### src/rtl/jump_target_unit.sv
// rtl/jump_target_unit.sv - next-PC target generator with return-address stack
module jump_target_unit #(
  parameter int ADDR_W    = 32,
  parameter int RAS_DEPTH = 4
) (
  input  logic              clk,
  input  logic              reset,
  input  logic              in_valid,
  input  logic [2:0]        mode,
  input  logic [31:0]       instr,
  input  logic [ADDR_W-1:0] pc_plus4,
  input  logic [ADDR_W-1:0] reg_target,
  output logic [ADDR_W-1:0] target,
  output logic [ADDR_W-1:0] link_addr,
  output logic              out_valid,
  output logic              ras_miss,
  output logic              ras_empty,
  output logic              ras_full,
  output logic              ras_overflow
);

  localparam int PTR_W = (RAS_DEPTH > 1) ? $clog2(RAS_DEPTH) : 1;
  localparam int CNT_W = $clog2(RAS_DEPTH + 1);
  localparam logic [PTR_W-1:0] PTR_MAX = PTR_W'(RAS_DEPTH - 1);
  localparam logic [CNT_W-1:0] CNT_MAX = CNT_W'(RAS_DEPTH);

  typedef enum logic [2:0] {
    MODE_NONE = 3'b000,
    MODE_J    = 3'b001,
    MODE_JAL  = 3'b010,
    MODE_JR   = 3'b011,
    MODE_BR   = 3'b100,
    MODE_RET  = 3'b101
  } mode_t;

  logic [ADDR_W-1:0] ras_mem [RAS_DEPTH];
  logic [PTR_W-1:0]  top;
  logic [CNT_W-1:0]  count;

  logic [PTR_W-1:0]  ptr_inc;
  logic [PTR_W-1:0]  ptr_dec;
  logic [ADDR_W-1:0] jump_tgt;
  logic [ADDR_W-1:0] br_off;
  logic [ADDR_W-1:0] target_c;
  logic [ADDR_W-1:0] link_c;
  logic              push_c;
  logic              pop_c;
  logic              miss_c;

  // Opcode/function bits of the instruction are decoded upstream and not needed here.
  logic              unused_instr_hi;
  assign unused_instr_hi = ^instr[31:26];

  assign ras_empty = (count == '0);
  assign ras_full  = (count == CNT_MAX);

  // Modular pointer steps so non-power-of-two depths wrap correctly.
  assign ptr_inc = (top == PTR_MAX) ? '0 : top + PTR_W'(1);
  assign ptr_dec = (top == '0) ? PTR_MAX : top - PTR_W'(1);

  // Region jump keeps the top PC bits; branch offset is a sign-extended word offset.
  assign jump_tgt = {pc_plus4[ADDR_W-1:28], instr[25:0], 2'b00};
  assign br_off   = {{(ADDR_W-18){instr[15]}}, instr[15:0], 2'b00};

  // Decode the mode into the next target, link value and stack action.
  always_comb begin
    target_c = pc_plus4;
    link_c   = '0;
    push_c   = 1'b0;
    pop_c    = 1'b0;
    miss_c   = 1'b0;
    case (mode)
      MODE_J:   target_c = jump_tgt;
      MODE_JAL: begin
        target_c = jump_tgt;
        link_c   = pc_plus4;
        push_c   = 1'b1;
      end
      MODE_JR:  target_c = reg_target;
      MODE_BR:  target_c = pc_plus4 + br_off;
      MODE_RET: begin
        if (ras_empty) begin
          target_c = reg_target;
          miss_c   = 1'b1;
        end else begin
          target_c = ras_mem[top];
          pop_c    = 1'b1;
        end
      end
      default: ;
    endcase
  end

  // Register outputs and update stack pointer/count; reset drops any request.
  always_ff @(posedge clk) begin
    if (reset) begin
      target       <= '0;
      link_addr    <= '0;
      out_valid    <= 1'b0;
      ras_miss     <= 1'b0;
      ras_overflow <= 1'b0;
      top          <= '0;
      count        <= '0;
    end else begin
      out_valid <= in_valid;
      ras_miss  <= in_valid & miss_c;
      if (in_valid) begin
        target    <= target_c;
        link_addr <= link_c;
        if (push_c) begin
          top <= ptr_inc;
          if (ras_full) begin
            ras_overflow <= 1'b1;
          end else begin
            count <= count + CNT_W'(1);
          end
        end else if (pop_c) begin
          top   <= ptr_dec;
          count <= count - CNT_W'(1);
        end
      end
    end
  end

  // Stack storage; a push while full lands on the oldest entry.
  always_ff @(posedge clk) begin
    if (!reset && in_valid && push_c) begin
      ras_mem[ptr_inc] <= pc_plus4;
    end
  end

endmodule

### config.mk
export PLATFORM = sky130hd
export DESIGN_NAME = jump_target_unit
export DESIGN_NICKNAME = d
export VERILOG_FILES = /design/src/rtl/jump_target_unit.sv
export SDC_FILE = /design/constraint.sdc
export NUM_CORES = 1
export LEC_CHECK = 0
export CORE_ASPECT_RATIO = 0.6
export CORE_UTILIZATION = 54
export DETAILED_ROUTE_END_ITERATION = 10
export PLACE_DENSITY = 0.81
export SLEW_MARGIN = 20
export SYNTH_ARGS = -nofsm -noshare
export SYNTH_HDL_FRONTEND = slang
export SYNTH_SLANG_ARGS = --single-unit
### constraint.sdc
create_clock -name clk -period 2.81 [get_ports clk]
set_input_delay 0.281 -clock clk [delete_from_list [all_inputs] [get_ports clk]]
set_output_delay 0.281 -clock clk [all_outputs]
set_load 0.05 [all_outputs]
==> metrics, run 1 <==
Setup crit end kind=output pin; worst path bufs/invs=2; number of buffers added on ports=164; outcome=complete, no violations; # Post-CTS Setup Buffers=0; die width=181.7 um; CTS Hold Bufs=0; Final setup viols=0; critical path's slowest cell=clkdlybuf4s50_1; Clock Skews=13.17 ps; worst r2r dst=target[20]$_SDFFE_PP0P_; static leakage=4.837 nW; Cell Pwr Density=544.0 nW/um^2; Netlist cell types=82; hold depth=3; via count of the routed design=9,017; final core utilization=0.7168; residual DRC count=0; Top-Level Pins=171; Final Hold Vio Count=0; fin crit share=0.9034; Critical Path Stages=3; final net count=1,313; setup repair after global routing missed its margin=no; Post-Syn Instances=938; CTS H-tree lvls=1; antenna violations before repair=0; Worst VDD drop=0.0003459 V; Final ANT Viol Nets=0; CP cell instances=or3_4 > inv_2 > clkdlybuf4s50_1; register bit total from synthesis=202; Avg Inst Size Synth=11.15 sq um; Ys Warns=0; worst reg2reg path depth=6; minimum clock period=2539 ps; CP peak stage delay=820 ps; worst slew pin tran=852.2 ps; vias per cell=6.292; count leader, synth=edfxtp_1; worst hold path type=primary input to flip-flop; WP data arrival=2260 ps; vias in the first global route=8,468; worst-path fanout max=5; clk_lat worst skew=490 ps; worst setup path class=flip-flop to output pin; Reg clk slew, reported paths=70 ps; GRT Total Usage=0.3349; Post-Route WL=33,130 um; die area=19,950 sq um; Longest Clk Path Bufs=3; total CTS buffers=19; WHS Endpoint=link_addr[10]$_SDFFE_PP0P_; Root Driver=clkbuf_16; Post-Syn Nets=1,076; first-pass GRT wire length=49,810 um; synth cell count leaders=128 x edfxtp_1, 106 x nand2_1, 94 x a21oi_1, 74 x dfxtp_1, 48 x nand3_1; Crit path required time=2530 ps; area leader, netlist=edfxtp_1; final slew viol count=0; R2R Setup Slk=570 ps; layout cell share with drive strength beyond 1=0.1853; Initial Util=0.5512; first drt pass iteration count=6; sinks on the clock net=202; Avg WL per Cell=23.12 um; top post-synthesis cells by area=edfxtp_1 37%, dfxtp_1 14%, mux4_2 6.9%, a21oi_1 4.5%, ha_1 4.1%; core footprint=18,980 sq um; Die Y=109.8 um; ys flop type=edfxtp_1; post-DP HPWL=24,060 um; Post-synth EDFFs=128; setup tns final=0 ps; cell family with most CP delay=buffers and inverters; area of the mapped netlist=10,460 sq um; CTS tree=built; CP startpoint kind=flip-flop; Inserted Diodes=0; largest net degree at the start of global routing=51; routability congestion estimate from global placement=0.9446; post-synth top area share=0.3674; Resize count post-CTS=0; drt first-iter violations=1,013; Rows=39; Layout area overhead=30.05%; Hold Startpoint=in_valid; Max Cap Viol=0; gr ovfl total=0; maximum operating frequency=0.3939 GHz; Seq/Total Area, Yosys=0.5090; Async S/R FF share, synth=0; Worst slew margin=0.4275
-- layout make-up --
class,instances,area [sq um]
repair buffers,280,2565
fillers,1341,5375
flip-flops and latches,202,5326
clock buffers,24,525.5
multi-input cells,650,4705
inverters,22,82.58
well taps,246,307.8
clock inverters,9,95.09
-- power by group --
| part | internal, mW | switching [mW] | total (mW) |
|---|---|---|---|
| clock | 1.51 | 1.13 | 2.64 |
| combinational | 0.639 | 0.884 | 1.52 |
| sequential | 3.21 | 0.0365 | 3.24 |
| total | 5.36 | 2.05 | 7.40 |
-- worst min-delay path, cell delays in order --
cell     delay, ps
buf_2          230
nand3_1        120
a21oi_1         60
-- state kept, by name, summed over array words and instances, names as in the netlist, named ones only --
signal        cells
out_valid         1
top               2
link_addr        32
ras_miss          1
count             3
ras_mem         128
ras_overflow      1
target           32
-- worst max path at each step --
stage / slack, ps / start / endpoint
after floorplan: 310 / mode[2] / ras_mem[0][0]$_DFFE_PP_
after global placement: -140 / pc_plus4[2] / target[28]$_SDFFE_PP0P_
after detailed placement: -160 / pc_plus4[2] / target[28]$_SDFFE_PP0P_
after CTS: 260 / count[0]$_SDFFE_PP0P_ / ras_empty
after global routing: 200 / pc_plus4[2] / target[20]$_SDFFE_PP0P_
final: 270 / count[0]$_SDFFE_PP0P_ / ras_empty
-- cell usage in the layout, fill, tap and decap left out, types with 8 or more instances in the layout --
| master | n |
|---|---|
| nand3_1 | 48 |
| and3_1 | 10 |
| nand2_1 | 106 |
| edfxtp_1 | 128 |
| maj3_1 | 13 |
| o21ai_1 | 17 |
| nor3_1 | 17 |
| o21a_1 | 11 |
| mux4_2 | 32 |
| dfxtp_1 | 73 |
| a21oi_1 | 94 |
| xnor2_1 | 12 |
| a21o_1 | 8 |
| inv_1 | 17 |
| clkdlybuf4s50_1 | 162 |
| xor2_1 | 12 |
| clkbuf_16 | 20 |
| o21ai_0 | 39 |
| nor2_1 | 45 |
| nand4_1 | 9 |
| buf_4 | 111 |
| ha_1 | 34 |
| a221oi_1 | 27 |
-- per-layer routing --
metal	vias to the layer above	part of all wire	wire length, um	global-route usage
met3	41	0.11	3793	0.07486
li1	4043	-	-	-
met1	4386	0.44	14530	0.4949
met4	0	0.014	451	0.06416
met5	-	0	0	0
met2	547	0.43	14360	0.5082
-- through the flow --
stage	cell area [sq um]	setup slack, ps	total power [mW]	hold slack [ps]	cells
global placement	12990	-143.3	4.779	449.6	1400
finish	13610	271.5	7.402	255.9	1433
CTS	13610	258.7	7.396	240.6	1433
global route	13610	199.7	7.628	261.9	1433
detailed placement	12990	-162.5	4.797	456.7	1400
floorplan	10460	314.3	4.166	379.9	938
-- logic make-up (layout without fill, tap and decap cells) --
logic type,after synthesis,after routing,synth area share
AOI/OAI and AO/OA,273,273,0.1778
and+or+nand+nor,266,266,0.1202
buffers and inverters,86,335,0.04138
xor gates and xnor gates,24,24,0.02009
muxes,38,38,0.07462
DFF,202,202,0.5090
adders and majority gates,49,49,0.05692
Note: power is estimated with default switching activity, not from simulation.
==> inputs of run 2 (changes only) <==
--- a/config.mk
+++ b/config.mk
@@ -7,6 +7,7 @@
 export LEC_CHECK = 0
 export CORE_ASPECT_RATIO = 0.6
 export CORE_UTILIZATION = 54
+export CTS_CLUSTER_SIZE = 10
 export DETAILED_ROUTE_END_ITERATION = 10
 export PLACE_DENSITY = 0.81
 export SLEW_MARGIN = 20
==> metrics, run 2 (synthesis results as in run 1) <==
outcome=complete, no violations; global routing usage on met3=0.07618; M2 GR Usage=0.5104; clock share of power=0.381; setup repair after global routing missed its margin=no; first-pass GRT wire length=50,620 um; commonest non-fill, non-tap cell in the layout=clkdlybuf4s50_1; Rows=39; Resize count post-CTS=0; worst setup path class=flip-flop to output pin; clk_lat worst skew=530 ps; GRT busiest layer=met2; gr ovfl total=0; max reg flops=128; WP data arrival=2320 ps; hold depth=3; Top-Level Pins=171; Setup crit start=count[0]$_SDFFE_PP0P_; CP cell instances=or3_4 > inv_2 > clkdlybuf4s50_1; number of buffers added on ports=164; via count of the routed design=9,004; worst reg2reg path depth=6; switching part of the total=0.2778; setup tns final=0 ps; Setup crit end kind=output pin; post-DP HPWL=24,060 um; sinks on the clock net=202; minimum clock period=2597 ps; final net count=1,318; Setup Slack @ Placement=-162.5 ps; Layout area overhead=31.10%; Cell Pwr Density=561.5 nW/um^2; largest registers=ras_mem: 128 flops, link_addr: 32 flops, target: 32 flops; CTS Hold Bufs=0; GR Layer Usage met1=0.4989; Worst VDD drop=0.0004073 V; # Post-CTS Setup Buffers=0; Gate power share=0.198; worst-path fanout max=5; most frequent cells in the layout=162 x clkdlybuf4s50_1, 128 x edfxtp_1, 111 x buf_4, 106 x nand2_1, 94 x a21oi_1; vias per cell=6.244; maximum operating frequency=0.3850 GHz; Worst slew margin=0.4568; die width=181.7 um; vias in the first global route=8,605; Crit path required time=2530 ps; CP peak stage delay=820 ps; drt first-iter violations=1,009; CP startpoint kind=flip-flop; residual DRC count=0; fin crit share=0.9244; Max Cap Viol=0; Inserted Diodes=0; number of fill cells=1,339; worst hold path type=primary input to flip-flop; final slew viol count=0; most flop-heavy register=ras_mem; Hold Startpoint=in_valid; layout cell share with drive strength beyond 1=0.1831; die area=19,950 sq um; CTS tree=built; Root Driver=clkbuf_16; largest net degree at the start of global routing=51; Longest Clk Path Bufs=3; Final ANT Viol Nets=0; sequential fraction of design power=0.421; total CTS buffers=24; GRT Total Usage=0.3380; Die Y=109.8 um; critical path's slowest cell=clkdlybuf4s50_1; Final setup viols=0; Int Pwr=5.563 mW; core footprint=18,980 sq um; antenna violations before repair=0; Final WS setup=212.6 ps; Reg clk slew, reported paths=60 ps; Final Hold Vio Count=0; Initial Util=0.5512; worst slew pin tran=808.5 ps; CTS H-tree lvls=1; Psw=2.140 mW; routability congestion estimate from global placement=0.9446; Avg WL per Cell=23.15 um; Clock Skews=20.41 ps; first drt pass iteration count=5; Post-Route WL=33,390 um; static leakage=4.879 nW
run 2: power by group through the flow:
stage	sequential (mW)	clock (mW)	combinational, mW
2_1_floorplan	3.46	0	0.704
3_3_place_gp	3.31	0	1.47
3_5_place_dp	3.31	0	1.49
4_1_cts	3.25	2.94	1.50
5_1_grt	3.25	3.08	1.62
6_report	3.25	2.93	1.52
run 2: worst paths after layout:
path,slack [ps],endpoint
hold reg to reg,460,link_addr[14]$_SDFFE_PP0P_
setup reg to reg,550,target[20]$_SDFFE_PP0P_
setup / recovery,210,ras_empty
hold / removal,230,link_addr[7]$_SDFFE_PP0P_
run 2: stage by stage:
stage | cell area [sq um] | utilization | power [mW] | hold WS [ps] | std cells
floorplan | 10460 | - | 4.166 | 379.9 | 938
global placement | 12990 | 0.6841 | 4.779 | 449.6 | 1400
detailed placement | 12990 | 0.6841 | 4.797 | 456.7 | 1400
CTS | 13720 | 0.7226 | 7.689 | 213.5 | 1442
global route | 13720 | 0.7226 | 7.953 | 230.5 | 1442
finish | 13720 | 0.7226 | 7.703 | 233.3 | 1442
run 2: area by class of cell:
class	instances	area, sq um	share of cell area
Clock buffer	39	666.9	0.04862
Clock inverter	3	63.81	0.004652
Inverter	22	82.58	0.006020
Multi-Input combinational cell	650	4705	0.3430
Sequential cell	202	5326	0.3883
Tap cell	246	307.8	0.02244
Timing Repair Buffer	280	2565	0.1870
run 2: worst max-delay path: cells and delay by family (launching register included):
family	cells	cell delay [ps]
DFF	1	370
buffers and inverters	2	970
and+or+nand+nor	1	450
run 2: metal layers:
metal,wire length [um],up-vias,part of all wire
met5,0,-,0
met1,14530,4328,0.44
met3,4027,44,0.12
met4,451,0,0.014
met2,14380,581,0.43
li1,-,4051,-
==> inputs of run 3 (changes only) <==
--- a/config.mk
+++ b/config.mk
@@ -6,10 +6,9 @@
 export NUM_CORES = 1
 export LEC_CHECK = 0
 export CORE_ASPECT_RATIO = 0.6
-export CORE_UTILIZATION = 54
+export CORE_UTILIZATION = 40
 export CTS_CLUSTER_SIZE = 10
 export DETAILED_ROUTE_END_ITERATION = 10
-export PLACE_DENSITY = 0.81
 export SLEW_MARGIN = 20
 export SYNTH_ARGS = -nofsm -noshare
 export SYNTH_HDL_FRONTEND = slang
==> metrics, run 3 (synthesis results as in run 1) <==
clk_lat worst skew=540 ps; Gate power share=0.199; Root Driver=clkbuf_16; Final ANT Viol Nets=0; max reg flops=128; Reg clk slew, reported paths=60 ps; Inserted Diodes=0; Longest Clk Path Bufs=3; switching part of the total=0.2840; Post-Layout Cell Count=1,544; critical path's slowest cell=clkdlybuf4s50_1; hold depth=4; worst-path fanout max=5; worst r2r src=count[0]$_SDFFE_PP0P_; Resize count post-CTS=0; Hold Startpoint=reset; first drt pass iteration count=5; static leakage=4.843 nW; # Post-CTS Setup Buffers=0; worst slew pin tran=738.2 ps; Setup crit end kind=output pin; Rows=45; Post-Route WL=34,550 um; worst path bufs/invs=2; Max Cap Viol=0; Initial Util=0.4102; vias per cell=5.591; worst setup path class=flip-flop to output pin; R2R Setup Slk=540 ps; gr ovfl total=0; CP startpoint kind=flip-flop; sequential fraction of design power=0.426; GRT Total Usage=0.2598; global routing usage on met3=0.06121; layout cell share with drive strength beyond 1=0.1787; clock share of power=0.374; via count of the routed design=8,633; Final setup viols=0; CTS H-tree lvls=1; Final Hold Vio Count=0; Worst VDD drop=0.0003770 V; routability congestion estimate from global placement=0.9023; Top-Level Pins=171; first-pass GRT wire length=52,100 um; Layout area overhead=31.98%; WP data arrival=2350 ps; commonest non-fill, non-tap cell in the layout=clkdlybuf4s50_1; antenna violations before repair=0; residual DRC count=0; largest net degree at the start of global routing=47; outcome=complete, no violations; M2 GR Usage=0.3463; largest registers=ras_mem: 128 flops, link_addr: 32 flops, target: 32 flops; GR Layer Usage met1=0.4184; CTS tree=built; Cell Pwr Density=551.9 nW/um^2; total CTS buffers=24; Worst slew margin=0.5073; vias in the first global route=8,393; hold slack=96.81 ps; drt first-iter violations=852; Psw=2.164 mW; CTS Hold Bufs=0; minimum clock period=2629 ps; number of buffers added on ports=164; core footprint=25,510 sq um; Int Pwr=5.457 mW; placed cells=1,500; die width=210.8 um; die area=26,830 sq um; worst r2r dst=target[25]$_SDFFE_PP0P_; final net count=1,312; CP cell instances=or3_4 > inv_2 > clkdlybuf4s50_1; WHS Endpoint=target[11]$_SDFFE_PP0P_; fin crit share=0.9357; Crit path required time=2530 ps; CP peak stage delay=840 ps; worst reg2reg path depth=8; post-DP HPWL=25,760 um; worst hold path type=primary input to flip-flop; most frequent cells in the layout=162 x clkdlybuf4s50_1, 128 x edfxtp_1, 106 x nand2_1, 103 x buf_4, 94 x a21oi_1; GRT busiest layer=met1; setup repair after global routing missed its margin=no; Pwr Total=7.621 mW; final slew viol count=0; cell family with most CP delay=buffers and inverters; most flop-heavy register=ras_mem; Clock Skews=22.04 ps; sinks on the clock net=202; Die Y=127.3 um; Avg WL per Cell=22.38 um; maximum operating frequency=0.3803 GHz; Critical Path Stages=3
## run 3: worst max-delay path by stage
stage	startpoint	to	slack [ps]
final	count[0]$_SDFFE_PP0P_	ras_empty	180
after global routing	count[0]$_SDFFE_PP0P_	ras_empty	140
after CTS	count[0]$_SDFFE_PP0P_	ras_empty	170
after detailed placement	pc_plus4[2]	target[28]$_SDFFE_PP0P_	-160
after global placement	pc_plus4[2]	target[28]$_SDFFE_PP0P_	-160
after floorplan	mode[2]	ras_mem[0][0]$_DFFE_PP_	310
## run 3: power by group through the flow
stage	logic (mW)	registers (mW)	clock network [mW]
final	1.52	3.25	2.85
after global placement	1.50	3.31	0
after global routing	1.62	3.25	3.05
after floorplan	0.704	3.46	0
after CTS	1.50	3.25	2.90
after detailed placement	1.50	3.31	0
## run 3: metrics by stage
stage               instance area (sq um)  utilization  setup slack [ps]  TNS (ps)
global route                        13810       0.5414             136.5         0
floorplan                           10460            -             314.3         0
detailed placement                  13100       0.5136            -160.9    -673.6
global placement                    13100       0.5136            -155.4    -733.7
finish                              13810       0.5414             180.6         0
CTS                                 13810       0.5413             168.1         0
## run 3: worst register-to-register path, cell delays in order (launching register included)
cell and delay, ps:
dfxtp_1 350, or3_4 460, inv_2 150, nor3_4 70
a221oi_1 460, buf_4 200, o2bb2ai_1 70, nor2b_1 130
a211o_1 260
## run 3: layer usage
layer  vias to the layer above  share of wire
li1                       4056              -
met1                      4173           0.50
met2                       363           0.39
met3                        41          0.095
met4                         0          0.017
met5                         -              0
## run 3: layout make-up
class	instances	area, sq um
fill	2261	11700
sequential	202	5326
multi-input combinational	650	4707
timing repair buffer	274	2545
clock buffer	42	668.1
tap	352	440.4
inverter	22	82.58
clock inverter	2	38.79
